File: src/rtl/fetch_buffer_if.sv
// Fetch-stage bus bundle: instruction memory request/response, redirect input and the
// decode-facing instruction queue head. "master" is the fetch stage, "slave" its environment.
interface fetch_buffer_if;
   logic        imem_req_valid;
   logic        imem_req_ready;
   logic [31:0] imem_addr;
   logic        imem_rsp_valid;
   logic [31:0] imem_rsp_data;
   logic        redirect_valid;
   logic [31:0] redirect_pc;
   logic        instr_valid;
   logic        instr_ready;
   logic [31:0] instr;
   logic [31:0] instr_pc;

   modport master (
      output imem_req_valid, imem_addr, instr_valid, instr, instr_pc,
      input  imem_req_ready, imem_rsp_valid, imem_rsp_data,
             redirect_valid, redirect_pc, instr_ready
   );

   modport slave (
      input  imem_req_valid, imem_addr, instr_valid, instr, instr_pc,
      output imem_req_ready, imem_rsp_valid, imem_rsp_data,
             redirect_valid, redirect_pc, instr_ready
   );
endinterface

File: src/rtl/fetch_buffer.sv
// Instruction fetch with a DEPTH-entry {pc, instr} queue, one outstanding memory request and
// redirect flush. Optional misaligned-redirect fault output via FETCH_MISALIGN_CHECK_EN.
module fetch_buffer #(
   parameter logic [31:0] RESET_PC = 32'h0000_0000,
   parameter int          DEPTH    = 2
) (
   input  logic             clk,
   input  logic             reset_n,
   fetch_buffer_if.master   bus
`ifdef FETCH_MISALIGN_CHECK_EN
   ,
   output logic             misalign_fault
`endif
);
   localparam int           AW   = $clog2(DEPTH);
   localparam logic [AW:0]  FULL = (AW+1)'(DEPTH);

   logic [31:0]   pc_reg;
   logic [31:0]   req_pc_reg;
   logic          outstanding_reg;
   logic          drop_reg;
   logic [AW:0]   count_reg;
   logic [AW-1:0] rd_ptr_reg;
   logic [AW-1:0] wr_ptr_reg;
   logic [31:0]   instr_mem [DEPTH];
   logic [31:0]   pc_mem    [DEPTH];

   logic          redirect;
   logic          req_fire;
   logic          rsp_fire;
   logic          push;
   logic          pop;
   logic          halt;
   logic [31:0]   target_pc;

   assign redirect = bus.redirect_valid;

`ifdef FETCH_MISALIGN_CHECK_EN
   logic fault_reg;
   assign halt           = fault_reg;
   assign target_pc      = bus.redirect_pc;
   assign misalign_fault = fault_reg;

   always_ff @(posedge clk or negedge reset_n) begin
      if (!reset_n) begin
         fault_reg <= 1'b0;
      end else if (redirect) begin
         fault_reg <= (bus.redirect_pc[1:0] != 2'b00);
      end
   end
`else
   assign halt      = 1'b0;
   assign target_pc = {bus.redirect_pc[31:2], 2'b00};
`endif

   // reset_n gates the request so nothing is offered while reset is held.
   assign bus.imem_req_valid = reset_n && !outstanding_reg && !redirect && !halt &&
                               (count_reg < FULL);
   assign bus.imem_addr      = pc_reg;
   assign bus.instr_valid    = (count_reg != '0);
   assign bus.instr          = instr_mem[rd_ptr_reg];
   assign bus.instr_pc       = pc_mem[rd_ptr_reg];

   assign req_fire = bus.imem_req_valid && bus.imem_req_ready;
   assign rsp_fire = bus.imem_rsp_valid && outstanding_reg;
   assign push     = rsp_fire && !drop_reg && !redirect;
   assign pop      = bus.instr_valid && bus.instr_ready && !redirect;

   always_ff @(posedge clk or negedge reset_n) begin
      if (!reset_n) begin
         pc_reg          <= RESET_PC;
         req_pc_reg      <= 32'h0;
         outstanding_reg <= 1'b0;
         drop_reg        <= 1'b0;
         count_reg       <= '0;
         rd_ptr_reg      <= '0;
         wr_ptr_reg      <= '0;
      end else begin
         if (redirect) begin
            pc_reg <= target_pc;
         end else if (req_fire) begin
            pc_reg <= pc_reg + 32'd4;
         end

         if (req_fire) begin
            req_pc_reg      <= pc_reg;
            outstanding_reg <= 1'b1;
         end else if (rsp_fire) begin
            outstanding_reg <= 1'b0;
         end

         // A stale response still owed to memory must be swallowed when it arrives.
         if (redirect && outstanding_reg && !bus.imem_rsp_valid) begin
            drop_reg <= 1'b1;
         end else if (rsp_fire) begin
            drop_reg <= 1'b0;
         end

         if (redirect) begin
            count_reg  <= '0;
            rd_ptr_reg <= '0;
            wr_ptr_reg <= '0;
         end else begin
            if (push) wr_ptr_reg <= wr_ptr_reg + 1'b1;
            if (pop)  rd_ptr_reg <= rd_ptr_reg + 1'b1;
            if (push && !pop) begin
               count_reg <= count_reg + 1'b1;
            end else if (pop && !push) begin
               count_reg <= count_reg - 1'b1;
            end
         end
      end
   end

   genvar gi;
   generate
      for (gi = 0; gi < DEPTH; gi++) begin : g_entry
         always_ff @(posedge clk or negedge reset_n) begin
            if (!reset_n) begin
               instr_mem[gi] <= 32'h0;
               pc_mem[gi]    <= 32'h0;
            end else if (push && (wr_ptr_reg == AW'(gi))) begin
               instr_mem[gi] <= bus.imem_rsp_data;
               pc_mem[gi]    <= req_pc_reg;
            end
         end
      end
   endgenerate
endmodule
File: src/flat_wrapper.sv
// flat-port wrapper written by rule: the top's interface ports become plain ports
module fetch_buffer_flat 
#(
   parameter logic [31:0] RESET_PC = 32'h0000_0000,
   parameter int          DEPTH    = 2
)
  (clk, reset_n, bus_imem_req_valid, bus_imem_addr, bus_instr_valid, bus_instr, bus_instr_pc, bus_imem_req_ready, bus_imem_rsp_valid, bus_imem_rsp_data, bus_redirect_valid, bus_redirect_pc, bus_instr_ready);
  fetch_buffer_if bus_i ();
  input  logic clk;
  input  logic reset_n;
  output wire logic [$bits(bus_i.imem_req_valid)-1:0] bus_imem_req_valid;
  output wire logic [$bits(bus_i.imem_addr)-1:0] bus_imem_addr;
  output wire logic [$bits(bus_i.instr_valid)-1:0] bus_instr_valid;
  output wire logic [$bits(bus_i.instr)-1:0] bus_instr;
  output wire logic [$bits(bus_i.instr_pc)-1:0] bus_instr_pc;
  input wire logic [$bits(bus_i.imem_req_ready)-1:0] bus_imem_req_ready;
  input wire logic [$bits(bus_i.imem_rsp_valid)-1:0] bus_imem_rsp_valid;
  input wire logic [$bits(bus_i.imem_rsp_data)-1:0] bus_imem_rsp_data;
  input wire logic [$bits(bus_i.redirect_valid)-1:0] bus_redirect_valid;
  input wire logic [$bits(bus_i.redirect_pc)-1:0] bus_redirect_pc;
  input wire logic [$bits(bus_i.instr_ready)-1:0] bus_instr_ready;
  assign bus_imem_req_valid = bus_i.imem_req_valid;
  assign bus_imem_addr = bus_i.imem_addr;
  assign bus_instr_valid = bus_i.instr_valid;
  assign bus_instr = bus_i.instr;
  assign bus_instr_pc = bus_i.instr_pc;
  assign bus_i.imem_req_ready = bus_imem_req_ready;
  assign bus_i.imem_rsp_valid = bus_imem_rsp_valid;
  assign bus_i.imem_rsp_data = bus_imem_rsp_data;
  assign bus_i.redirect_valid = bus_redirect_valid;
  assign bus_i.redirect_pc = bus_redirect_pc;
  assign bus_i.instr_ready = bus_instr_ready;
  fetch_buffer #(.RESET_PC(RESET_PC), .DEPTH(DEPTH)) u_core (.clk(clk), .reset_n(reset_n), .bus(bus_i));
endmodule
File: config.mk
export PLATFORM = sky130hd
export DESIGN_NAME = fetch_buffer_flat
export DESIGN_NICKNAME = d
export VERILOG_FILES = /design/src/rtl/fetch_buffer_if.sv /design/src/rtl/fetch_buffer.sv /design/src/flat_wrapper.sv
export SDC_FILE = /design/constraint.sdc
export NUM_CORES = 1
export LEC_CHECK = 0
export BUFFER_PORTS_ARGS = -buffer_cell sky130_fd_sc_hd__buf_2
export CORE_MARGIN = 2
export CORE_UTILIZATION = 38
export DETAILED_ROUTE_END_ITERATION = 6
export REMOVE_ABC_BUFFERS = 1
export SLEW_MARGIN = 30
export SYNTH_ARGS = -nofsm -noshare
export SYNTH_HDL_FRONTEND = slang
export SYNTH_SLANG_ARGS = --single-unit
File: constraint.sdc
create_clock -name clk -period 2.7 [get_ports clk]
set_clock_uncertainty 0.15 [all_clocks]
set_input_delay 0.135 -clock clk [delete_from_list [all_inputs] [get_ports clk]]
set_output_delay 0.135 -clock clk [all_outputs]
set_load 0.005 [all_outputs]
== Word-level counts from Yosys, hierarchy flattened ==
Index checks and enable logic that the tools add are counted.

* Input bits: 70
* Output and inout port bits: 98
* Register bits: 198
* Logic and storage cells: 66

* Reduce and logical (&&, ||, !) cells: 28
* Bitwise logic cells: 2
* Add/sub/neg operators: 5
* Muxes and demuxes: 18
* Order comparisons: 2

{| class="wikitable"
|+ Operators by type and width
! operator !! count
|-
| 32-bit 2-to-1 mux || 8
|-
| 32-bit by 3-bit adder with 32-bit output (second input constant) || 1
|-
| 1-bit logical AND || 15
|-
| 2-bit nonzero test || 6
|-
| 1-bit 2-to-1 mux || 7
|-
| 1-bit zero test || 6
|-
| 2-bit 2-to-1 mux || 3
|-
| 3-bit nonzero test || 1
|-
| 1-bit adder (second input constant) || 2
|-
| 2-bit by 1-bit adder with 2-bit output (second input constant) || 1
|-
| 2-bit >= comparator (second input constant) || 1
|-
| 2-bit < comparator (second input constant) || 1
|-
| 1-bit NOT with 2-bit output || 1
|-
| 2-bit by 1-bit subtractor with 2-bit output (second input constant) || 1
|-
| 1-bit NOT || 1
|}

== Logic depth before layout (Yosys ltp) ==
Gate-level depths: netlist of the first run.

* Depth after elaboration: 8
* Gate-level depth with buffers: 8
* Gate-level depth less buffers: 6

== Least setup slack after synthesis of the first run ==
Ideal clock, no wire load.

* Path kind: flip-flop to flip-flop
* Start: register u_core.pc_reg[2] (netlist: u_core.bus.imem_addr[2])
* End: register u_core.pc_reg[30] (netlist: u_core.bus.imem_addr[30])
* Cell stages (with the launch flop): 8
* Clock period less this slack: 2.024 ns
* Setup time: 0.126 ns
* Arrival: 1.748 ns
* Path buffers: 1
* Setup slack: 0.676 ns
* Required time: 2.424 ns
* Cell sequence: dfrtp_1 ha_1 and4_1 and2_1 clkbuf_1 nand3_1 a21o_1 a221o_1

* Longest elaborated chain between the ends: 3

{| class="wikitable"
|+ RTL lines
! item !! RTL line !! source
|-
| from (decl) || fetch_buffer.sv:18 || <nowiki>logic [31:0] pc_reg;</nowiki>
|-
| from (signal assigned) || fetch_buffer.sv:80 || <nowiki>pc_reg <= target_pc;</nowiki>
|-
| from (signal assigned) || fetch_buffer.sv:82 || <nowiki>pc_reg <= pc_reg + 32'd4;</nowiki>
|-
| 32-bit by 3-bit adder with 32-bit output || fetch_buffer.sv:82 ||
|-
| 32-bit 2-to-1 mux || fetch_buffer.sv:81 || <nowiki>end else if (req_fire) begin</nowiki>
|-
| 32-bit 2-to-1 mux || fetch_buffer.sv:79 || <nowiki>if (redirect) begin</nowiki>
|}

No other way between the ends. The select of a mux whose other input is x is not followed.
A chain may end at the register's enable or synchronous reset.

== Final worst setup path of the first run ==
* Start: register u_core.pc_reg[2] (netlist: u_core.bus.imem_addr[2])
* End: register u_core.pc_reg[24] (netlist: u_core.bus.imem_addr[24])

Same word-level chain as after synthesis.

==> results of run 1 <==
-- report_power, final --
group	leakage [nW]	switching [mW]	internal [mW]
registers	2.47	0.390	3.45
clock network	0.288	1.12	1.43
logic	2.67	0.717	1.12
total	5.42	2.23	6.00
-- layout make-up --
type                    count  share of cell area [%]
multi-input cells         474                    33.2
flip-flops and latches    190                    43.0
repair buffers            245                    15.1
well taps                 285                    3.23
diodes                      1                  0.0226
clock inverters            11                    1.18
clock buffers              21                    4.16
inverters                   3                   0.102
-- critical path: cells and delay by family, from the launching register on --
kind,cells,cell delay [ns]
AND/OR/NAND/NOR,4,0.91
adder cells (fa/ha/maj),1,0.30
flip-flops,1,0.50
AO/OA/AOI/OAI,1,0.29
-- worst paths after layout --
path,start,end,slack [ns],depth (start not counted)
worst max-delay path,u_core.bus.imem_addr[2]$_DFFE_PN0P_,u_core.bus.imem_addr[24]$_DFFE_PN0P_,0.44,6
worst min-delay path,bus_imem_req_ready,u_core.bus.imem_addr[5]$_DFFE_PN0P_,0.03,4
worst max register to register,u_core.bus.imem_addr[2]$_DFFE_PN0P_,u_core.bus.imem_addr[24]$_DFFE_PN0P_,0.44,6
worst min register to register,u_core.req_pc_reg[8]$_DFFE_PN0P_,u_core.req_pc_reg[8]$_DFFE_PN0P_,0.35,2
max in group asynchronous,reset_n,u_core.bus.imem_addr[25]$_DFFE_PN0P_,1.00,5
min in group asynchronous,reset_n,u_core.pc_mem[45]$_DFFE_PN0P_,0.30,3
-- metal layers --
layer | vias to the layer above | wire length [um] | share of wire (%) | GRT usage [%]
met5 | - | 0 | 0 | 0
met4 | 0 | 240 | 1.1 | 4.76
met3 | 21 | 947 | 4.4 | 3.40
met2 | 156 | 9940 | 47 | 28.5
met1 | 3077 | 10200 | 48 | 25.0
li1 | 2952 | - | - | -
-- per-stage QoR --
stage | setup slack [ns] | hold slack [ns]
finish | 0.441 | 0.0261
global route | 0.278 | 0.0707
CTS | 0.406 | 0.00627
detailed placement | 0.473 | 0.202
global placement | 0.515 | 0.189
floorplan | -1.08 | -0.311
-- placed cells by master (no fill, tap or decap), types with 5 or more instances in the layout --
master and count:
o311ai_0 9, mux2_2 188, nand4_1 10, and3_1 6, clkbuf_16 17, mux2i_1 6, a221o_1 8, dlygate4sd3_1 68
nand2_1 122, buf_4 11, nor4_1 5, dfrtp_1 189, a21oi_1 8, nor2b_1 5, o21ai_0 20, nand3_1 15
buf_2 160, nor2_1 19
-- cells by family (layout without fill, tap and decap cells) --
logic type,count (synthesis),after routing
xor+xnor,5,5
buf+inv,47,280
other cells,1,5
flops,190,190
mux,194,194
fa+ha+maj,1,1
compound gates,63,63
simple gates,207,207
==> results.json, run 1 <==
{
  "cts-resized-gates": 0,
  "core_um2": 22500,
  "critPathLaunchType": "flip-flop",
  "peakVddDrop_mv": 0.397,
  "cp.required_ns": 2.87,
  "yosys.area.top_type_share_pct": 55.0,
  "design_area_um2": 11100,
  "cts_root_buf": "clkbuf_16",
  "worstSkewPairLatency_ns": 0.43,
  "slew_headroom_pct": 39.3,
  "io_buffer_count": 161,
  "crit_type": "reg -> reg",
  "worst_pin_slew_ns": 0.907,
  "multi_input_area_um2": 3670,
  "end_kind": "flip-flop",
  "synth_area_leaders": "dfrtp_1, mux2_2, nand2_1",
  "post-route-period-util_pct": 83.7,
  "fin_util_pct": 49.1,
  "seq_area_frac_synth_pct": 55.0,
  "wl_per_cell_um": 17.3,
  "slowest_stage": "dfrtp_1",
  "synth_compound_area_share_pct": 5.05,
  "cts_buffers": 17,
  "grt_pass1_wl_mm": 33.7,
  "maxCapViolCount": 0,
  "largest_registers": "u_core.instr_mem x64, u_core.pc_mem x60",
  "rsz0062_at_grt": "no",
  "drc": 0,
  "yosys.area_share.simple_pct": 11.2,
  "dp.cells": 1128,
  "setup_tns_ns": 0,
  "synthMuxAreaShare_pct": 25.2,
  "path_cells": "ha_1, and4_1, and2_1, and3_1, nand2_1, o311ai_1",
  "synthArstFlopShare_pct": 100,
  "synth_xor_area_share_pct": 0.506,
  "clk_pin_slew_ns": 0.07,
  "synth_area_um2": 8650,
  "die_area_um2": 24000,
  "fin_cells": 1230,
  "period_needed_ns": 2.26,
  "synth_flop_cell": "dfrtp_1",
  "drt_iter0_markers": 366,
  "cts_tree": "yes",
  "largest_register_ffs": 64,
  "hold_class": "in -> reg",
  "grt_max_degree": 71,
  "setup_viol": 0,
  "synth_fa_ha_area_share_pct": 0.145,
  "firstDrtPassIters": 4,
  "globalRouteOverflowTotal": 0,
  "dp_hpwl_mm": 13.6,
  "grt_use_total_pct": 17.8,
  "worstPathArrival_ns": 2.43,
  "drive_above_1_share_pct": 42.8,
  "p_leak_nw": 5.42,
  "synth_seq_cells": 190,
  "synth_edf_count": 0,
  "ys_warn_count": 0,
  "antenna_found_initial": 1,
  "synth_top_area_cell": "dfrtp_1",
  "outcome": "completed",
  "ios": 168,
  "syn_inst": 708,
  "yosysMostFrequentCell": "dfrtp_1",
  "seqCellArea_um2": 4760,
  "die_w_um": 155,
  "powerDensity_nw_per_um2": 744,
  "gp_congestion": 0.778,
  "grt_pass1_vias": 6049,
  "synth.distinct_cells": 51,
  "drt-vias-per-instance": 5.05,
  "slew_violations": 0,
  "largest_register": "u_core.instr_mem",
  "num_vias": 6206,
  "routed_wirelength_mm": 21.3,
  "yosys-top-cells-count": "dfrtp_1, mux2_2, nand2_1, o21ai_0, nor2_1",
  "p_total_mw": 8.23,
  "fin_nets": 1002,
  "cts.sinks": 190,
  "max_freq_ghz": 0.443,
  "dpl_cell_area_um2": 9760,
  "rows": 55,
  "syn_to_final_growth_pct": 27.8,
  "hold_buffers": 68,
  "avgSynthCellArea_um2": 12.2,
  "post_cts_buffers": 0,
  "start_util_pct": 38.4,
  "fill_cells": 2070,
  "synth_top_family_by_area": "multiplexers",
  "crit_path_max_fanout": 7,
  "antenna_left": 0,
  "hold_violations": 0,
  "dieHeight_um": 155,
  "clockBufferDepth": 2,
  "htree_num_levels": 4,
  "cp_slowest_stage_delay_ns": 0.50
}
Power figures use the tool's default switching activity.
==> inputs of run 2 (changes only) <==
- ABC_AREA: not set -> 1
- clock period: 2.7 -> 2.4 ns (I/O delays scaled with it)
==> results.json, run 2 <==
{
  "synth_flop_cell": "dfrtp_1",
  "p_total_mw": 11.5,
  "fill_cells": 2376,
  "core_um2": 23500,
  "globalRouteOverflowTotal": 0,
  "post-route-period-util_pct": 85.3,
  "htree_num_levels": 4,
  "cts_tree": "yes",
  "fin_cells": 1727,
  "crit_type": "reg -> out",
  "antenna_cells": 0,
  "slew_violations": 0,
  "io_buffer_count": 161,
  "multi_input_area_um2": 3500,
  "outcome": "completed",
  "firstDrtPassIters": 5,
  "clockBufferDepth": 2,
  "worstHoldStart": "bus_redirect_valid",
  "die_area_um2": 25200,
  "r2r_end": "u_core.bus.imem_addr[18]$_DFFE_PN0P_",
  "wl_per_cell_um": 13.5,
  "grt_use_total_pct": 19.2,
  "rrSetupSlack_ns": 0.41,
  "design_area_um2": 11300,
  "setup_viol": 0,
  "synth.distinct_cells": 28,
  "syn_to_final_growth_pct": 24.6,
  "ios": 168,
  "crit_path_max_fanout": 62,
  "drt_iter0_markers": 671,
  "min_path_cells": 4,
  "synth_edf_count": 0,
  "dieHeight_um": 159,
  "cts-resized-gates": 0,
  "fin_nets": 1466,
  "syn_inst": 1196,
  "p_leak_nw": 5.98,
  "yosys.area.top_type_share_pct": 52.3,
  "drive_above_1_share_pct": 15.3,
  "antenna_left": 0,
  "num_vias": 7979,
  "end_kind": "output port",
  "dp_hpwl_mm": 15.2,
  "largest_register_ffs": 64,
  "yosys-top-cells-count": "nand2_1, dfrtp_1, inv_1, o21ai_0, nor2_1",
  "cts_root_buf": "clkbuf_16",
  "rows": 56,
  "max_freq_ghz": 0.488,
  "period_needed_ns": 2.05,
  "mostFrequentLayoutCell": "nand2_1",
  "cp.depth": 4,
  "hold_class": "in -> reg",
  "hold_violations": 0,
  "mostFrequentLayoutCells": "nand2_1, dfrtp_1, buf_2",
  "largest_register": "u_core.instr_mem",
  "worst_pin_slew_ns": 0.778,
  "worstSkewPairLatency_ns": 0.43,
  "grt_pass1_vias": 7487,
  "fin_util_pct": 48.3,
  "start_util_pct": 38.7,
  "grt_pass1_wl_mm": 38.0,
  "dp.cells": 1629,
  "r2r_cells": 8,
  "seqCellArea_um2": 4760,
  "min_to": "u_core.count_reg[1]$_DFFE_PN0P_",
  "synth_top_area_cell": "dfrtp_1",
  "largest_registers": "u_core.instr_mem x64, u_core.pc_mem x60",
  "maxCapViolCount": 0,
  "routed_wirelength_mm": 23.4,
  "drt-vias-per-instance": 4.62,
  "yosysMostFrequentCell": "nand2_1",
  "synth_area_um2": 9090,
  "synth_seq_cells": 190,
  "critPathLaunchType": "flip-flop",
  "hold_buffers": 66,
  "die_w_um": 159,
  "gp_congestion": 0.847,
  "dpl_cell_area_um2": 10100,
  "slowest_stage": "buf_4",
  "seq_area_frac_synth_pct": 52.3,
  "avgSynthCellArea_um2": 7.60,
  "cp_num_buf_inv": 2,
  "drc": 0,
  "antenna_found_initial": 0,
  "cp_slowest_stage_delay_ns": 0.60,
  "synth_area_leaders": "dfrtp_1, nand2_1, inv_1",
  "cts_buffers": 17,
  "clk_pin_slew_ns": 0.08,
  "rsz0062_at_grt": "no",
  "slew_headroom_pct": 48.2,
  "post_cts_buffers": 0,
  "cts.sinks": 190,
  "crit_path_frequent_cell": "nand2_1",
  "grt_max_degree": 130,
  "worstPathArrival_ns": 1.78,
  "cp_top_family": "buffers and inverters",
  "synthArstFlopShare_pct": 100,
  "r2r_start": "u_core.bus.imem_addr[3]$_DFFE_PN0P_",
  "peakVddDrop_mv": 0.465,
  "powerDensity_nw_per_um2": 1010,
  "ys_warn_count": 0,
  "path_cells": "buf_4, nand2_1, nand2_1, buf_2",
  "cp.required_ns": 2.13
}
## run 2: cell types whose count changed after synthesis, sizes merged, moves of 8 or more
cell    before  now
nand4       11    0
o21ai       21  165
clkbuf      18   29
mux2       188    0
a21oi        8   16
nand2      124  487
a221o        8    0
nor2        19   77
o311ai      10    0
inv          3  126
nand3       15   59
## run 2: cells by family (layout without fill, tap and decap cells)
family	count (synthesis)	count (layout)	share of synthesized area, %
DFF	190	190	52.3
buffers and inverters	187	396	9.43
other	1	4	0.0412
xor gates and xnor gates	2	2	0.193
and+or+nand+nor	630	630	27.5
AOI/OAI and AO/OA	185	185	10.4
adders and majority gates	1	1	0.138
## run 2: worst reg2reg max path, stage by stage (launching register included)
cell and delay (ns):
dfrtp_1 0.44, ha_1 0.21, nand2_1 0.09, nor2_1 0.20, nand2_1 0.17, nor2_1 0.36, nand2_1 0.09, nand3_1 0.09
nand2_1 0.06
## run 2: layer usage
| layer | vias to the layer above | track usage (%) | share of wire (%) |
|---|---|---|---|
| li1 | 4110 | - | - |
| met1 | 3657 | 25.8 | 47 |
| met2 | 195 | 31.7 | 47 |
| met3 | 17 | 4.33 | 5.5 |
| met4 | 0 | 4.29 | 1.1 |
| met5 | - | 0 | 0 |
## run 2: worst max path at each step
| stage | to | slack (ns) | startpoint |
|---|---|---|---|
| 4_1_cts | bus_instr_pc[20] | 0.31 | u_core.rd_ptr_reg$_DFFE_PN0P_ |
| 3_5_place_dp | u_core.bus.imem_addr[18]$_DFFE_PN0P_ | 0.44 | u_core.bus.imem_addr[3]$_DFFE_PN0P_ |
| 6_report | bus_instr_pc[15] | 0.35 | u_core.rd_ptr_reg$_DFFE_PN0P_ |
| 5_1_grt | bus_instr_pc[16] | 0.15 | u_core.rd_ptr_reg$_DFFE_PN0P_ |
| 3_3_place_gp | u_core.bus.imem_addr[5]$_DFFE_PN0P_ | 0.45 | bus_redirect_valid |
| 2_1_floorplan | u_core.bus.imem_addr[5]$_DFFE_PN0P_ | -0.16 | u_core.count_reg[1]$_DFFE_PN0P_ |
## run 2: power by group
group	switching (mW)	total [mW]	internal, mW
sequential	0.688	5.08	4.39
clock	1.35	2.88	1.54
combinational	2.06	3.53	1.47
total	4.10	11.5	7.40
## run 2: cell type report
type | instances | share of cell area, %
Multi-Input combinational cell | 822 | 30.9
Timing Repair Buffer | 237 | 14.1
Sequential cell | 190 | 42.0
Clock buffer | 19 | 4.00
Inverter | 127 | 4.21
Clock inverter | 13 | 1.29
Tap cell | 319 | 3.52
## run 2: per-stage QoR
step | setup slack (ns) | TNS [ns] | hold slack [ns]
after detailed placement | 0.442 | 0 | 0.186
after global routing | 0.155 | 0 | 0.0608
after global placement | 0.450 | 0 | 0.180
final | 0.352 | 0 | 0.0233
after floorplan | -0.155 | -0.931 | -0.326
after CTS | 0.312 | 0 | 0.0154
==> inputs of run 3 (changes only) <==
- CELL_PAD_IN_SITES_DETAIL_PLACEMENT: not set -> 0
- CELL_PAD_IN_SITES_GLOBAL_PLACEMENT: not set -> 2
- CORE_UTILIZATION: 38 -> 32
- PLACE_DENSITY_LB_ADDON: not set -> 0.1
==> results.json, run 3 (synthesis gave the netlist of run 2 again) <==
{
  "period_needed_ns": 2.11,
  "worstPathArrival_ns": 1.84,
  "dp_hpwl_mm": 17.1,
  "globalRouteOverflowTotal": 0,
  "num_vias": 7911,
  "critPathLaunchType": "flip-flop",
  "peakVddDrop_mv": 0.453,
  "crit_type": "reg -> out",
  "fin_nets": 1472,
  "drt-met1-wl_mm": 12.5,
  "syn_to_final_growth_pct": 26.4,
  "grt_pass1_wl_mm": 42.5,
  "outcome": "completed",
  "routed_wirelength_mm": 25.5,
  "grt_pass1_vias": 7869,
  "route.met2.wl_mm": 11.9,
  "worst_pin_slew_ns": 0.824,
  "drc": 0,
  "wl_met3_um": 857,
  "mostFrequentLayoutCell": "nand2_1",
  "rsz0062_at_grt": "no",
  "htree_num_levels": 4,
  "grt_use_total_pct": 17.8,
  "max_freq_ghz": 0.474,
  "slew_headroom_pct": 45.1,
  "powerDensity_nw_per_um2": 1000,
  "hold_class": "in -> reg",
  "drt-vias-per-instance": 4.42,
  "cp.required_ns": 2.13,
  "io_buffer_count": 161,
  "core_um2": 27900,
  "mostFrequentLayoutCells": "nand2_1, dfrtp_1, buf_2",
  "fill_cells": 2964,
  "maxCapViolCount": 0,
  "grt_max_degree": 145,
  "cts-resized-gates": 0,
  "largest_register": "u_core.instr_mem",
  "antenna_found_initial": 0,
  "end_kind": "output port",
  "antenna_cells": 0,
  "p_leak_nw": 6.03,
  "largest_register_ffs": 64,
  "clk_pin_slew_ns": 0.08,
  "cts_tree": "yes",
  "post-route-period-util_pct": 87.9,
  "antenna_left": 0,
  "top_layer": "met4",
  "drt_iter0_markers": 500,
  "wl_per_cell_um": 14.2,
  "fin_cells": 1791,
  "start_util_pct": 32.6,
  "slew_violations": 0,
  "cts_root_buf": "clkbuf_16",
  "p_total_mw": 11.5,
  "hold_violations": 0,
  "ios": 168,
  "rows": 61,
  "drive_above_1_share_pct": 15.7,
  "setup_ws_ns": 0.291,
  "die_w_um": 173,
  "cts.sinks": 190,
  "setup_viol": 0,
  "firstDrtPassIters": 5,
  "clockBufferDepth": 2,
  "place_ws_ns": 0.271,
  "largest_registers": "u_core.instr_mem x64, u_core.pc_mem x60",
  "crit_path_max_fanout": 41,
  "die_area_um2": 29800,
  "dp.cells": 1695,
  "setup_tns_ns": 0,
  "worstSkewPairLatency_ns": 0.44,
  "gp_congestion": 0.750,
  "cts_buffers": 17,
  "dieHeight_um": 173
}
run 3: changes by cell type in the layout (fill, tap and decap cells not counted), moves of 2 or more:
cell      previous run  this run
inv_6                6         3
buf_12               4         8
clkbuf_8             3         1
clkinv_8             1         4
buf_4                6         9
run 3: per-layer routing:
| layer | track usage, % | vias up |
|---|---|---|
| met4 | 3.74 | 0 |
| met3 | 3.08 | 16 |
| met2 | 29.3 | 136 |
| met5 | 0 | - |
| met1 | 24.6 | 3653 |
| li1 | - | 4106 |
run 3: critical path, stage by stage (launching register included):
cell     delay [ns]
dfrtp_2        0.53
buf_4          0.52
nand2_1        0.11
nand2_1        0.10
buf_2          0.13
run 3: per-stage QoR:
step / utilization (%) / hold WS [ns] / area, um2
after floorplan: - / -0.326 / 8720
after global placement: 36.8 / 0.179 / 10200
after detailed placement: 36.8 / 0.185 / 10200
after CTS: 41.3 / 0.0123 / 11500
after global routing: 41.3 / 0.0640 / 11500
final: 41.3 / 0.0181 / 11500
run 3: where the power goes:
part           switching [mW]  internal [mW]
Sequential              0.706           4.39
Clock                    1.47           1.41
Combinational            2.06           1.51
Total                    4.24           7.30
run 3: layout make-up:
type / instances / area, um2 / area share (%)
Clock inverter: 14 / 168 / 1.46
Clock buffer: 17 / 425 / 3.70
Inverter: 127 / 477 / 4.15
Multi-Input combinational cell: 822 / 3500 / 30.5
Sequential cell: 190 / 4760 / 41.4
Tap cell: 378 / 473 / 4.12
Timing Repair Buffer: 243 / 1690 / 14.7
run 3: path summary, 6_finish.rpt:
kind	start	to	slack, ns	depth (start not counted)
min	bus_imem_req_ready	u_core.req_pc_reg[30]$_DFFE_PN0P_	0.02	4
max	u_core.rd_ptr_reg$_DFFE_PN0P_	bus_instr_pc[29]	0.29	4
min in group asynchronous	reset_n	u_core.pc_mem[8]$_DFFE_PN0P_	0.23	3
max reg2reg	u_core.outstanding_reg$_DFFE_PN0P_	u_core.bus.imem_addr[10]$_DFFE_PN0P_	0.31	6
min reg2reg	u_core.pc_mem[11]$_DFFE_PN0P_	u_core.pc_mem[11]$_DFFE_PN0P_	0.33	2
max in group asynchronous	reset_n	u_core.instr_mem[56]$_DFFE_PN0P_	0.57	4
run 3: repair_timing:
action / 4_1_cts / 5_1_grt
buffers inserted: 0 / 0
hold buffers: 65 / 0
endpoints found under the setup margin: 0 / 0
hold endpoints to repair: 144 / 0
